--- src/rtl/riscv_pkg.sv ---
// Shared types and constants for the memory port arbiter.
package riscv_pkg;

  typedef enum logic [1:0] {
    IDLE,
    ISSUE,
    RESP
  } arb_state_t;

  localparam logic [31:0] ARB_ERR_DATA        = 32'hDEAD_BEEF;
  localparam int unsigned ARB_TIMEOUT_DEFAULT = 64;
  localparam int unsigned ARB_STREAK_W        = 4;
  localparam int unsigned ARB_CNT_W           = 8;

endpackage

--- src/rtl/arb_timeout_cnt.sv ---
// Loadable down-counter with an expire flag.
//   clk, reset        : clock, async active-high reset
//   load, load_val    : reload the count
//   dec               : decrement by one (holds at zero)
//   expired           : count has reached zero
module arb_timeout_cnt
  import riscv_pkg::*;
(
  input  logic                 clk,
  input  logic                 reset,
  input  logic                 load,
  input  logic [ARB_CNT_W-1:0] load_val,
  input  logic                 dec,
  output logic                 expired
);

  logic [ARB_CNT_W-1:0] count;

  always_ff @(posedge clk or posedge reset) begin
    if (reset) begin
      count <= '0;
    end else if (load) begin
      count <= load_val;
    end else if (dec && (count != '0)) begin
      count <= count - 1'b1;
    end
  end

  assign expired = (count == '0);

endmodule

--- src/rtl/mem_port_arbiter.sv ---
// Shares one single-port memory between the fetch and load/store paths,
// one req/ack transaction at a time, with core stall and ack timeout.
//   if_*   : fetch requester      d_*   : load/store requester
//   mem_*  : shared memory port   stall : core stall (combinational)
//   timeout_err : sticky flag, set when a memory access is aborted
module mem_port_arbiter
  import riscv_pkg::*;
#(
  parameter int unsigned       ADDR_W       = 32,
  parameter int unsigned       DATA_W       = 32,
  parameter int unsigned       MAX_D_STREAK = 4,
  parameter int unsigned       TIMEOUT      = ARB_TIMEOUT_DEFAULT,
  parameter logic [DATA_W-1:0] ERR_DATA     = DATA_W'(ARB_ERR_DATA)
) (
  input  logic              clk,
  input  logic              reset,
  input  logic              if_req,
  input  logic [ADDR_W-1:0] if_addr,
  output logic [DATA_W-1:0] if_rdata,
  output logic              if_ack,
  input  logic              d_req,
  input  logic              d_we,
  input  logic [ADDR_W-1:0] d_addr,
  input  logic [DATA_W-1:0] d_wdata,
  output logic [DATA_W-1:0] d_rdata,
  output logic              d_ack,
  output logic              mem_req,
  output logic              mem_we,
  output logic [ADDR_W-1:0] mem_addr,
  output logic [DATA_W-1:0] mem_wdata,
  input  logic [DATA_W-1:0] mem_rdata,
  input  logic              mem_ack,
  output logic              stall,
  output logic              timeout_err
);

  arb_state_t              state;
  logic                    gnt_d;
  logic [ARB_STREAK_W-1:0] d_streak;
  logic                    grant_d;
  logic                    cnt_load;
  logic                    cnt_dec;
  logic                    cnt_expired;

  // Data wins a collision unless it has already starved fetch for MAX_D_STREAK grants.
  always_comb begin
    grant_d = d_req && !(if_req && (d_streak == ARB_STREAK_W'(MAX_D_STREAK)));
  end

  always_comb begin
    cnt_load = (state == IDLE);
    cnt_dec  = (state == ISSUE) && !mem_ack;
  end

  arb_timeout_cnt u_timeout_cnt (
    .clk      (clk),
    .reset    (reset),
    .load     (cnt_load),
    .load_val (ARB_CNT_W'(TIMEOUT - 1)),
    .dec      (cnt_dec),
    .expired  (cnt_expired)
  );

  always_ff @(posedge clk or posedge reset) begin
    if (reset) begin
      state       <= IDLE;
      gnt_d       <= 1'b0;
      d_streak    <= '0;
      mem_req     <= 1'b0;
      mem_we      <= 1'b0;
      mem_addr    <= '0;
      mem_wdata   <= '0;
      if_rdata    <= '0;
      if_ack      <= 1'b0;
      d_rdata     <= '0;
      d_ack       <= 1'b0;
      timeout_err <= 1'b0;
    end else begin
      if_ack <= 1'b0;
      d_ack  <= 1'b0;
      case (state)
        IDLE: begin
          if (!if_req) begin
            d_streak <= '0;
          end
          if (grant_d) begin
            gnt_d     <= 1'b1;
            mem_req   <= 1'b1;
            mem_we    <= d_we;
            mem_addr  <= d_addr;
            mem_wdata <= d_wdata;
            state     <= ISSUE;
            if (if_req && (d_streak != '1)) begin
              d_streak <= d_streak + 1'b1;
            end
          end else if (if_req) begin
            gnt_d     <= 1'b0;
            mem_req   <= 1'b1;
            mem_we    <= 1'b0;
            mem_addr  <= if_addr;
            mem_wdata <= '0;
            state     <= ISSUE;
            d_streak  <= '0;
          end
        end
        ISSUE: begin
          // mem_ack takes priority over an expiry in the same cycle.
          if (mem_ack) begin
            mem_req <= 1'b0;
            state   <= RESP;
            if (gnt_d) begin
              d_rdata <= mem_rdata;
              d_ack   <= 1'b1;
            end else begin
              if_rdata <= mem_rdata;
              if_ack   <= 1'b1;
            end
          end else if (cnt_expired) begin
            mem_req     <= 1'b0;
            timeout_err <= 1'b1;
            state       <= RESP;
            if (gnt_d) begin
              d_rdata <= ERR_DATA;
              d_ack   <= 1'b1;
            end else begin
              if_rdata <= ERR_DATA;
              if_ack   <= 1'b1;
            end
          end
        end
        RESP: begin
          state <= IDLE;
        end
        default: begin
          state <= IDLE;
        end
      endcase
    end
  end

  assign stall = !reset && ((if_req && !if_ack) || (d_req && !d_ack));

endmodule

--- config.mk ---
export PLATFORM = sky130hd
export DESIGN_NAME = mem_port_arbiter
export DESIGN_NICKNAME = d
export VERILOG_FILES = /design/src/rtl/riscv_pkg.sv /design/src/rtl/arb_timeout_cnt.sv /design/src/rtl/mem_port_arbiter.sv
export SDC_FILE = /design/constraint.sdc
export NUM_CORES = 1
export LEC_CHECK = 0
export CORE_MARGIN = 10
export CORE_UTILIZATION = 33
export CTS_BUF_LIST = sky130_fd_sc_hd__clkbuf_2
export CTS_CLUSTER_SIZE = 40
export DETAILED_ROUTE_END_ITERATION = 10
export PLACE_DENSITY = 0.73
export SYNTH_ARGS = -nofsm -noshare
export SYNTH_HDL_FRONTEND = slang
export SYNTH_SLANG_ARGS = --single-unit
--- constraint.sdc ---
create_clock -name clk -period 8.1 [get_ports clk]
set_input_delay 2.43 -clock clk [delete_from_list [all_inputs] [get_ports clk]]
set_output_delay 2.43 -clock clk [all_outputs]
set_load 0.005 [all_outputs]
## After elaboration in Yosys (flattened, before gate mapping)

Index checks and enable logic that the tools add are counted.

| storage, ports and cells | value |
|---|---|
| output and inout bits | 134 |
| register bits after elaboration | 148 |
| word-level logic and storage cells | 88 |
| input port bits | 134 |

| operators by class | value |
|---|---|
| reductions and logical operators | 27 |
| mux-type cells | 39 |
| bitwise gates (word level) | 2 |
| $add $sub $neg | 2 |
| equal/unequal tests | 5 |

Operator list:

| kind | number |
|---|---|
| 32-bit two-way mux | 12 |
| 4-bit two-way mux | 4 |
| 8-bit two-way mux | 2 |
| 1-bit two-way mux | 15 |
| 3-bit AND reduction | 4 |
| 1-bit logical AND | 8 |
| 8-bit logical NOT | 1 |
| 2-bit two-way mux | 4 |
| 2-bit nonzero test | 4 |
| 8-bit nonzero test | 1 |
| 8-bit by 1-bit subtractor with 8-bit output, second input constant | 1 |
| 3-bit != test, second input constant | 2 |
| 1-bit logical NOT | 5 |
| 4-bit by 1-bit adder with 4-bit output, second input constant | 1 |
| 4-bit by 3-bit == test with 1-bit output, second input constant | 1 |
| 4-bit != test, second input constant | 1 |
| 2-bit one-hot mux with 2 select lines | 1 |
| 2-bit AND reduction | 2 |
| 2-bit by 1-bit == test with 1-bit output, second input constant | 1 |
| 2-bit logical NOT | 1 |
| 1-bit inverter | 2 |
| 1-bit one-hot mux with 2 select lines | 1 |
| 1-bit logical OR | 1 |

## Depth between registers and ports, before layout

Gate-level depths: netlist (run 1).

| logic depth | value |
|---|---|
| depth in word-level cells | 6 |
| gate-level depth with buffers | 8 |
| gate-level depth less buffers | 7 |

## By module

Synthesis (run 1) repeated with hierarchy kept, for this count alone.

| unflattened totals | value |
|---|---|
| cells, all modules | 542 |
| area total of the unflattened synthesis | 6641.4 um2 |

By module, submodules not included:

| module | instances | area an instance (um2) | seq. area each (um2) | cells each |
|---|---|---|---|---|
| mem_port_arbiter | 1 | 6145.9 | 3503.4 | 489 |
| arb_timeout_cnt | 1 | 495.5 | 200.2 | 53 |

## Worst setup path before layout (run 1)

Ideal clock, no wire load.

| timing | value |
|---|---|
| kind | in2out |
| from | input if_req |
| to | output stall |
| path buffers | 0 |
| required time | 5670 ps |
| arrival time | 2627 ps |
| slack | 3043 ps |
| cell stages on the path | 2 |
| cell sequence | nand2b_1 a21oi_1 |

| on the way | value |
|---|---|
| word-level cells in the longest chain between the ends | 3 |

Ends and longest elaborated chain:

| element | line | RTL |
|---|---|---|
| start: declaration | mem_port_arbiter.sv:17 | `input logic if_req,` |
| 1-bit logical AND | mem_port_arbiter.sv:141 | `assign stall = !reset && ((if_req && !if_ack) \|\| (d_req && !d_ack));` |
| 1-bit logical OR | mem_port_arbiter.sv:141 |  |
| 1-bit logical AND | mem_port_arbiter.sv:141 |  |
| end: declaration | mem_port_arbiter.sv:33 | `output logic stall,` |

Every way passes these cells.

## Worst setup path after layout (run 1)

Ends and elaborated chain as after synthesis.

==> results of run 1 <==
==> state kept, by name (all words and copies together), names as in the netlist <==
name	cells
mem_we	1
mem_addr	32
state	2
d_ack	1
gnt_d	1
timeout_err	1
d_streak	4
mem_req	1
mem_wdata	32
u_timeout_cnt.count	8
if_rdata	32
if_ack	1
d_rdata	32
==> per-layer routing <==
layer	vias up	share of wire [%]	global-route usage, %
met5	-	0	0
met4	0	1.1	4.450
met3	19	11	8.361
met2	220	45	24.41
met1	2468	42	20.12
li1	2320	-	-
==> power breakdown <==
part           internal, W  leakage [nW]  switching, W
registers          0.00107          1.74      0.000196
logic             0.000878          1.84      0.000571
clock network     0.000200         0.158      0.000277
total              0.00215          3.74       0.00104
==> logic make-up (layout without fill, tap and decap cells) <==
family,count (synthesis),count (layout)
AO/OA/AOI/OAI,188,188
adder cells (fa/ha/maj),4,4
buffers and inverters,41,313
flip-flops,148,148
multiplexers,1,1
AND/OR/NAND/NOR,113,113
==> metrics by stage <==
step                      cell area [sq um]  utilization (%)
after CTS                              8967            51.67
after global placement                 8701            50.13
final                                  8967            51.67
after detailed placement               8701            50.13
after global routing                   8967            51.67
after floorplan                        5846                -
==> final cells by class <==
type	count	area [sq um]	share of cell area, %
sequential	148	3704	41.30
timing repair buffer	273	2718	30.31
multi-input combinational	306	1954	21.79
tap	225	281.5	3.139
clock inverter	13	181.4	2.023
clock buffer	17	85.08	0.9488
inverter	10	43.79	0.4883
==> how the worst max path moves through the flow <==
stage	from	end	cells past startpoint
2_1_floorplan	reset	d_ack	1
3_3_place_gp	d_req	stall	4
3_5_place_dp	d_req	stall	4
4_1_cts	d_req	stall	4
5_1_grt	d_req	stall	4
6_report	if_req	stall	4
==> worst reg2reg max path, stage by stage (launching register included) <==
cell,delay [ns]
dfrtp_1,0.45
inv_1,0.08
ha_1,0.21
nor3b_2,0.19
a21o_1,0.19
nand2_2,0.19
clkinv_2,0.38
o22a_1,0.32
==> placed cells by master, fill, tap and decap left out, drive strengths merged, types with 2 or more instances in the layout <==
master / synthesis / final
dfrtp: 148 / 148
o311ai: 4 / 4
a31oi: 3 / 3
a21oi: 71 / 71
nor3b: 2 / 2
and2: 3 / 3
clkinv: 1 / 6
nand4b: 2 / 2
o22a: 49 / 49
clkdlybuf4s50: 0 / 267
inv: 9 / 12
a22o: 49 / 49
clkbuf: 20 / 17
a211oi: 2 / 2
a21o: 2 / 2
nand4: 2 / 2
nand2b: 5 / 5
o21ai: 4 / 4
nand3: 5 / 5
ha: 4 / 4
nor2: 46 / 46
nand2: 40 / 40
buf: 11 / 6
bufinv: 0 / 4
or2: 2 / 2
nor3: 2 / 2
==> flow_summary.toml, run 1 <==
[status]
status = "finished clean"

[sta]
slew_viol_final = 0
finalClockSkew_ns = 0.01929
setup_tns_ns = 0
whs_ns = 0.4998
hold_violations = 0
worst_slew_pin_slew_ns = 0.9702
setup_viol_count_final = 0
rsz0062_at_grt = "no"
setup_ws_ns = 1.813
max_freq_mhz = 159.1
relSlewSlack_pct = 35.16
finalCritPeriodShare_pct = 77.61
finalCriticalPeriod_ns = 6.287

[logic_synthesis]
seq_area_frac_synth_pct = 63.36
synthAdderAreaFrac_pct = 0.8562
synthArstFlopShare_pct = 100.0
ys_types = 42
ys_ff_latch = 148
synth-main-ff-cell = "dfrtp_1"
synth_top_family_by_area = "compound AO/OA/AOI/OAI gates"
synth_simple_gate_area_share_pct = 8.990
synth-xor-area-share_pct = 0
synth_fp_nets = 633
synth_top_cell_by_area = "dfrtp_1"
synth.top_cell.area_share_pct = 63.36
synth.most_common_cell = "dfrtp_1"
synth_compound_area_share_pct = 23.18
synthTopCellsByArea = "dfrtp_1 63%, a22o_1 7.3%, o22a_1 7.3%"
synth_area_sq_um = 5846
synth-edff-count = 0
synth_mux_area_share_pct = 0.1712
syn_avg_cell_area_sq_um = 11.81
synth.top_cells.by_count = "148 x dfrtp_1, 71 x a21oi_1, 49 x a22o_1, 49 x o22a_1, 44 x nor2_1"
syn_inst = 495
ys_warn_count = 0

[route]
firstDrtPassIters = 4
wl_per_cell_microns = 19.75
via_per_inst = 5.068
antenna_left = 0
num_vias = 5027
wl_microns = 19590
drt_iter0_drc = 255
drc_errors = 0

[setup_path]
rr_worst_depth = 7
critPathBufInv = 2
worstSetupStartpointType = "input port"
reg2reg_from = "u_timeout_cnt.count[0]"
critPathArrivalTime_ns = 3.86
crit_family = "buffers and inverters"
setup.worst_path.end_class = "output pin"
reg2reg_slack_ns = 5.99
required_ns = 5.67
crit_top_cell = "clkdlybuf4s50_1"
worst-path-max-fanout = 5
slowest_stage = "clkdlybuf4s50_1"
criticalPathCategory = "input port to output pin"
path_cells = "clkdlybuf4s50_1 > nand2b_1 > a21oi_1 > clkdlybuf4s50_1"
critPathMaxStageDelay_ns = 0.61
r2r_end = "if_rdata[21]"

[clock_tree]
cts_max_level = 4
cts_made_buffers = 17
root_buffer = "clkbuf_2"
clock-sinks = 148
cts_setup_buffers = 0
clk_latency_ns = 0.68
cts_hold_buffers = 0
clockBufferDepth = 2
cts_resized = 0
tritoncts = "built"
path_clk_slew_ns = 0.22

[hold_path]
whs_path_depth = 1
hold_end = "timeout_err"
hp-class = "flop to flop"
hold_start = "timeout_err"

[global_route]
grt_pass1_vias = 5239
antenna_found_initial = 0
gr-total-overflow = 0
grt_max_degree = 94
grt.total_usage_pct = 16.28
grt_first_pass_wirelength_microns = 30800

[floorplanning]
pin_count = 268
die_h_microns = 153.1
rows = 48
die_area_sq_um = 23440
die_w_microns = 153.1
design.core.area_sq_um = 17360
start_util_pct = 33.68

[place]
port_buffers = 267
preCtsSetupSlack_ns = 1.809
place_congestion = 0.8033
hpwlAfterDp_microns = 14070
place_inst = 962

[power_and_ir_drop]
powerDensity_nw_per_um2 = 356.1
p_leak_nw = 3.740
vdd_drop_max_mv = 0.1980
power_w = 0.003193

[cells_and_area]
fillers = 1599
nets = 894
area_growth_pct = 53.40
fin_cells = 992
layout-drive-gt1-share_pct = 6.649
diodes = 0

[flow_run]
maxCapViolCount = 0
Power figures use the tool's default switching activity.
==> run 2: changes to the inputs <==
PLACE_DENSITY = 0.76   (was 0.73)
clock period = 5.3 ns   (was 8.1 ns; I/O delays follow)
==> run 2 against run 1 <==
Effect of this change: final area hardly changed; combinational power is 54% higher; clock skew increased by 0.022 ns; die area stayed put; clock-buffer cell count unchanged; total power rose by 50%; global-route usage grew 0.41 points; sequential share of layout area hardly changed; sequential power increased by 52%; flip-flop and latch count stayed put; worst setup slack worse by 1.1 ns; critical path type unchanged.
==> flow_summary.toml, run 2 (synthesized netlist as in run 1, its figures left out) <==
[route]
via_per_inst = 5.050
wl_microns = 19860
num_vias = 5030
wl_per_cell_microns = 19.94
firstDrtPassIters = 5
drt_iter0_drc = 239
antenna_left = 0
drc_errors = 0

[power_and_ir_drop]
powerDensity_nw_per_um2 = 535.6
vdd_drop_max_mv = 0.2682
p_leak_nw = 3.728
power_w = 0.004800

[setup_path]
critPathMaxStageDelay_ns = 0.61
worstSetupStartpointType = "input port"
criticalPathCategory = "input port to output pin"
slowest_stage = "clkdlybuf4s50_1"
setup.worst_path.end_class = "output pin"
path_cells = "clkdlybuf4s50_1 > nand2b_1 > a21oi_1 > clkdlybuf4s50_1"
required_ns = 3.71
critPathArrivalTime_ns = 2.97
critPathBufInv = 2
crit_top_cell = "clkdlybuf4s50_1"
worst-path-max-fanout = 5
crit_family = "buffers and inverters"

[hold_path]
hp-class = "flop to flop"

[clock_tree]
cts_max_level = 4
cts_made_buffers = 17
cts_resized = 0
clockBufferDepth = 2
root_buffer = "clkbuf_2"
clock-sinks = 148
path_clk_slew_ns = 0.22
cts_hold_buffers = 0
tritoncts = "built"
cts_setup_buffers = 0
clk_latency_ns = 0.72

[flow_run]
maxCapViolCount = 0

[sta]
setup_viol_count_final = 0
finalCritPeriodShare_pct = 86.06
worst_slew_pin_slew_ns = 0.9738
slew_viol_final = 0
hold_violations = 0
setup_tns_ns = 0
max_freq_mhz = 219.2
relSlewSlack_pct = 34.92
rsz0062_at_grt = "no"
finalClockSkew_ns = 0.04114
finalCriticalPeriod_ns = 4.561

[cells_and_area]
multi_input_area_sq_um = 1954
area_growth_pct = 53.32
layout-drive-gt1-share_pct = 7.013
post-route-cell-area_sq_um = 8962
fillers = 1584
fin_cells = 996
layout_common_cells = "267 x clkdlybuf4s50_1, 148 x dfrtp_1, 71 x a21oi_1, 49 x o22a_1, 49 x a22o_1"
final_common_cell = "clkdlybuf4s50_1"
nets = 895
seq_area_sq_um = 3704

[global_route]
grt_pass1_vias = 5376
antenna_found_initial = 1
grt_max_degree = 57
grt.total_usage_pct = 16.68
grt_first_pass_wirelength_microns = 31530
gr-total-overflow = 0

[place]
hpwlAfterDp_microns = 14560
dpl_cell_area_sq_um = 8732
place_inst = 963
port_buffers = 267
place_congestion = 0.7691

[floorplanning]
rows = 48
die_area_sq_um = 23440
start_util_pct = 33.68
die_w_microns = 153.1
pin_count = 268
die_h_microns = 153.1
design.core.area_sq_um = 17360

[status]
status = "finished clean"
[run 2: cell types whose count changed in the layout (fill, tap and decap cells not counted), sizes merged]
cell      change
buf           +1
bufinv        -3
clkinvlp      +2
diode         +1
inv           +3
[run 2: metrics by stage]
stage | worst slack, ns | util (%) | hold slack (ns)
2_1_floorplan | 1.849 | - | 0.4663
3_3_place_gp | 0.7639 | 50.31 | 0.4567
3_5_place_dp | 0.7348 | 50.31 | 0.4635
4_1_cts | 0.7241 | 51.62 | 0.5117
5_1_grt | 0.6646 | 51.64 | 0.5426
6_report | 0.7388 | 51.64 | 0.5031
[run 2: final timing paths]
kind / from / to / slack (ns) / cells past startpoint
worst min-delay path: timeout_err / timeout_err / 0.50 / 1
max in group asynchronous: reset / mem_addr[17] / 3.07 / 3
min in group asynchronous: reset / d_rdata[6] / 1.40 / 2
worst max-delay path: if_req / stall / 0.74 / 4
worst min register to register: timeout_err / timeout_err / 0.50 / 1
worst max register to register: u_timeout_cnt.count[0] / if_rdata[23] / 3.21 / 7
[run 2: layout make-up]
type | instances | share of cell area (%)
clock buffers | 17 | 0.9493
diodes | 1 | 0.02792
multi-input cells | 306 | 21.81
inverters | 10 | 0.4747
flip-flops and latches | 148 | 41.32
well taps | 225 | 3.141
repair buffers | 274 | 30.69
clock inverters | 15 | 1.592
[run 2: report_power, final]
part           switching, W  internal [W]
sequential         0.000295       0.00164
combinational      0.000890       0.00135
clock              0.000452      0.000182
[run 2: routing by layer]
| metal | vias to the layer above | part of all wire [%] | GRT usage (%) |
|---|---|---|---|
| met5 | - | 0 | 0 |
| met4 | 0 | 1.0 | 4.178 |
| met3 | 14 | 12 | 8.614 |
| met2 | 212 | 45 | 25.87 |
| met1 | 2469 | 42 | 20.03 |
| li1 | 2335 | - | - |
==> run 3: changes to the inputs <==
CTS_BUF_LIST = sky130_fd_sc_hd__clkbuf_4 sky130_fd_sc_hd__clkbuf_8   (was sky130_fd_sc_hd__clkbuf_2)
==> run 3 against run 2 <==
Effect of this change: clock power grew 37%; clock skew is 0.023 ns lower; critical endpoint unchanged; sequential power barely moved; utilization is 0.90 points higher; worst setup slack gained 0.0021 ns; non-clock buffer count stayed put; final area grew 1.7%; combinational power is essentially flat; clock-buffer cell count rose by 1; critical path type unchanged; first-iteration DRC count shrank 15%; register-to-register slack about the same; via count is 0.44% lower.
==> flow_summary.toml, run 3 (synthesized netlist as in run 1, its figures left out) <==
[floorplanning]
rows = 48
die_area_sq_um = 23440
start_util_pct = 33.68
die_w_microns = 153.1
design.core.area_sq_um = 17360
die_h_microns = 153.1
pin_count = 268

[setup_path]
reg2reg_from = "u_timeout_cnt.count[0]"
critPathBufInv = 2
setup.worst_path.end_class = "output pin"
rr_worst_depth = 7
crit_family = "buffers and inverters"
required_ns = 3.71
critPathArrivalTime_ns = 2.97
worst-path-max-fanout = 6
startpoint = "d_req"
criticalPathCategory = "input port to output pin"
r2r_end = "if_rdata[23]"
worstSetupStartpointType = "input port"
path_cells = "clkdlybuf4s50_1 > nand2b_1 > a21oi_1 > clkdlybuf4s50_1"
endpoint = "stall"
crit_top_cell = "clkdlybuf4s50_1"
critPathMaxStageDelay_ns = 0.62
crit_cells = 4
reg2reg_slack_ns = 3.22
slowest_stage = "clkdlybuf4s50_1"

[global_route]
grt.total_usage_pct = 16.70
grt_max_degree = 57
antenna_found_initial = 0
grt_first_pass_wirelength_microns = 31540
gr-total-overflow = 0
grt_pass1_vias = 5389

[hold_path]
hold_start = "timeout_err"
hp-class = "flop to flop"

[place]
place_inst = 963
place_congestion = 0.7691
port_buffers = 267
hpwlAfterDp_microns = 14560
dpl_cell_area_sq_um = 8732

[route]
antenna_left = 0
wl_per_cell_microns = 19.97
firstDrtPassIters = 4
via_per_inst = 5.033
wl_microns = 19870
drt_iter0_drc = 202
drc_errors = 0
num_vias = 5008

[sta]
finalCriticalPeriod_ns = 4.559
hold_violations = 0
setup_tns_ns = 0
max_freq_mhz = 219.3
finalCritPeriodShare_pct = 86.02
relSlewSlack_pct = 34.59
slew_viol_final = 0
worst_slew_pin_slew_ns = 0.9787
finalClockSkew_ns = 0.01768
setup_viol_count_final = 0
rsz0062_at_grt = "no"

[power_and_ir_drop]
vdd_drop_max_mv = 0.2715
power_w = 0.005042
powerDensity_nw_per_um2 = 552.9
p_leak_nw = 3.786

[clock_tree]
cts_setup_buffers = 0
clock-sinks = 148
cts_made_buffers = 17
clockBufferDepth = 2
path_clk_slew_ns = 0.08
cts_resized = 0
tritoncts = "built"
cts_max_level = 4
cts_hold_buffers = 0
root_buffer = "clkbuf_8"
clk_latency_ns = 0.45

[cells_and_area]
final_common_cell = "clkdlybuf4s50_1"
layout-drive-gt1-share_pct = 7.143
nets = 895
fin_cells = 995
area_growth_pct = 55.99
layout_common_cells = "267 x clkdlybuf4s50_1, 148 x dfrtp_1, 71 x a21oi_1, 49 x o22a_1, 49 x a22o_1"
final_core_util_pct = 52.54
diodes = 0
post-route-cell-area_sq_um = 9119

[flow_run]
maxCapViolCount = 0

[status]
status = "finished clean"
==> run 3: cell types whose count changed in the layout (fill, tap and decap cells not counted), sizes merged <==
cell	change
clkbuf	+1
clkinv	-1
diode	-1
==> run 3: how the worst min path moves through the flow <==
stage	endpoint	slack, ns	cells after the start
floorplan	timeout_err	0.47	1
global route	timeout_err	0.51	1
finish	timeout_err	0.48	1
detailed placement	timeout_err	0.46	1
global placement	timeout_err	0.46	1
CTS	timeout_err	0.48	1
==> run 3: routing by layer <==
layer	vias up	part of all wire (%)	global-route usage, %
met5	-	0	0
met4	0	0.75	3.769
met3	12	11	8.558
met2	216	46	25.98
met1	2457	42	20.19
li1	2323	-	-
==> run 3: area by class of cell <==
type | instances | area [sq um]
sequential | 148 | 3704
tap | 225 | 281.5
inverter | 10 | 42.54
timing repair buffer | 274 | 2750
multi-input combinational | 306 | 1954
clock inverter | 14 | 138.9
fill | 1569 | 8238
clock buffer | 18 | 247.7
==> run 3: report_power, final <==
part / switching (W) / internal, W / total (W)
clock network: 0.000469 / 0.000397 / 0.000866
logic: 0.000891 / 0.00135 / 0.00224
registers: 0.000295 / 0.00164 / 0.00194
total: 0.00166 / 0.00339 / 0.00504
==> run 3: through the flow <==
stage | hold slack (ns) | setup slack [ns]
2_1_floorplan | 0.4663 | 1.849
3_3_place_gp | 0.4567 | 0.7639
3_5_place_dp | 0.4635 | 0.7348
4_1_cts | 0.4837 | 0.7241
5_1_grt | 0.5125 | 0.6646
6_report | 0.4775 | 0.7409
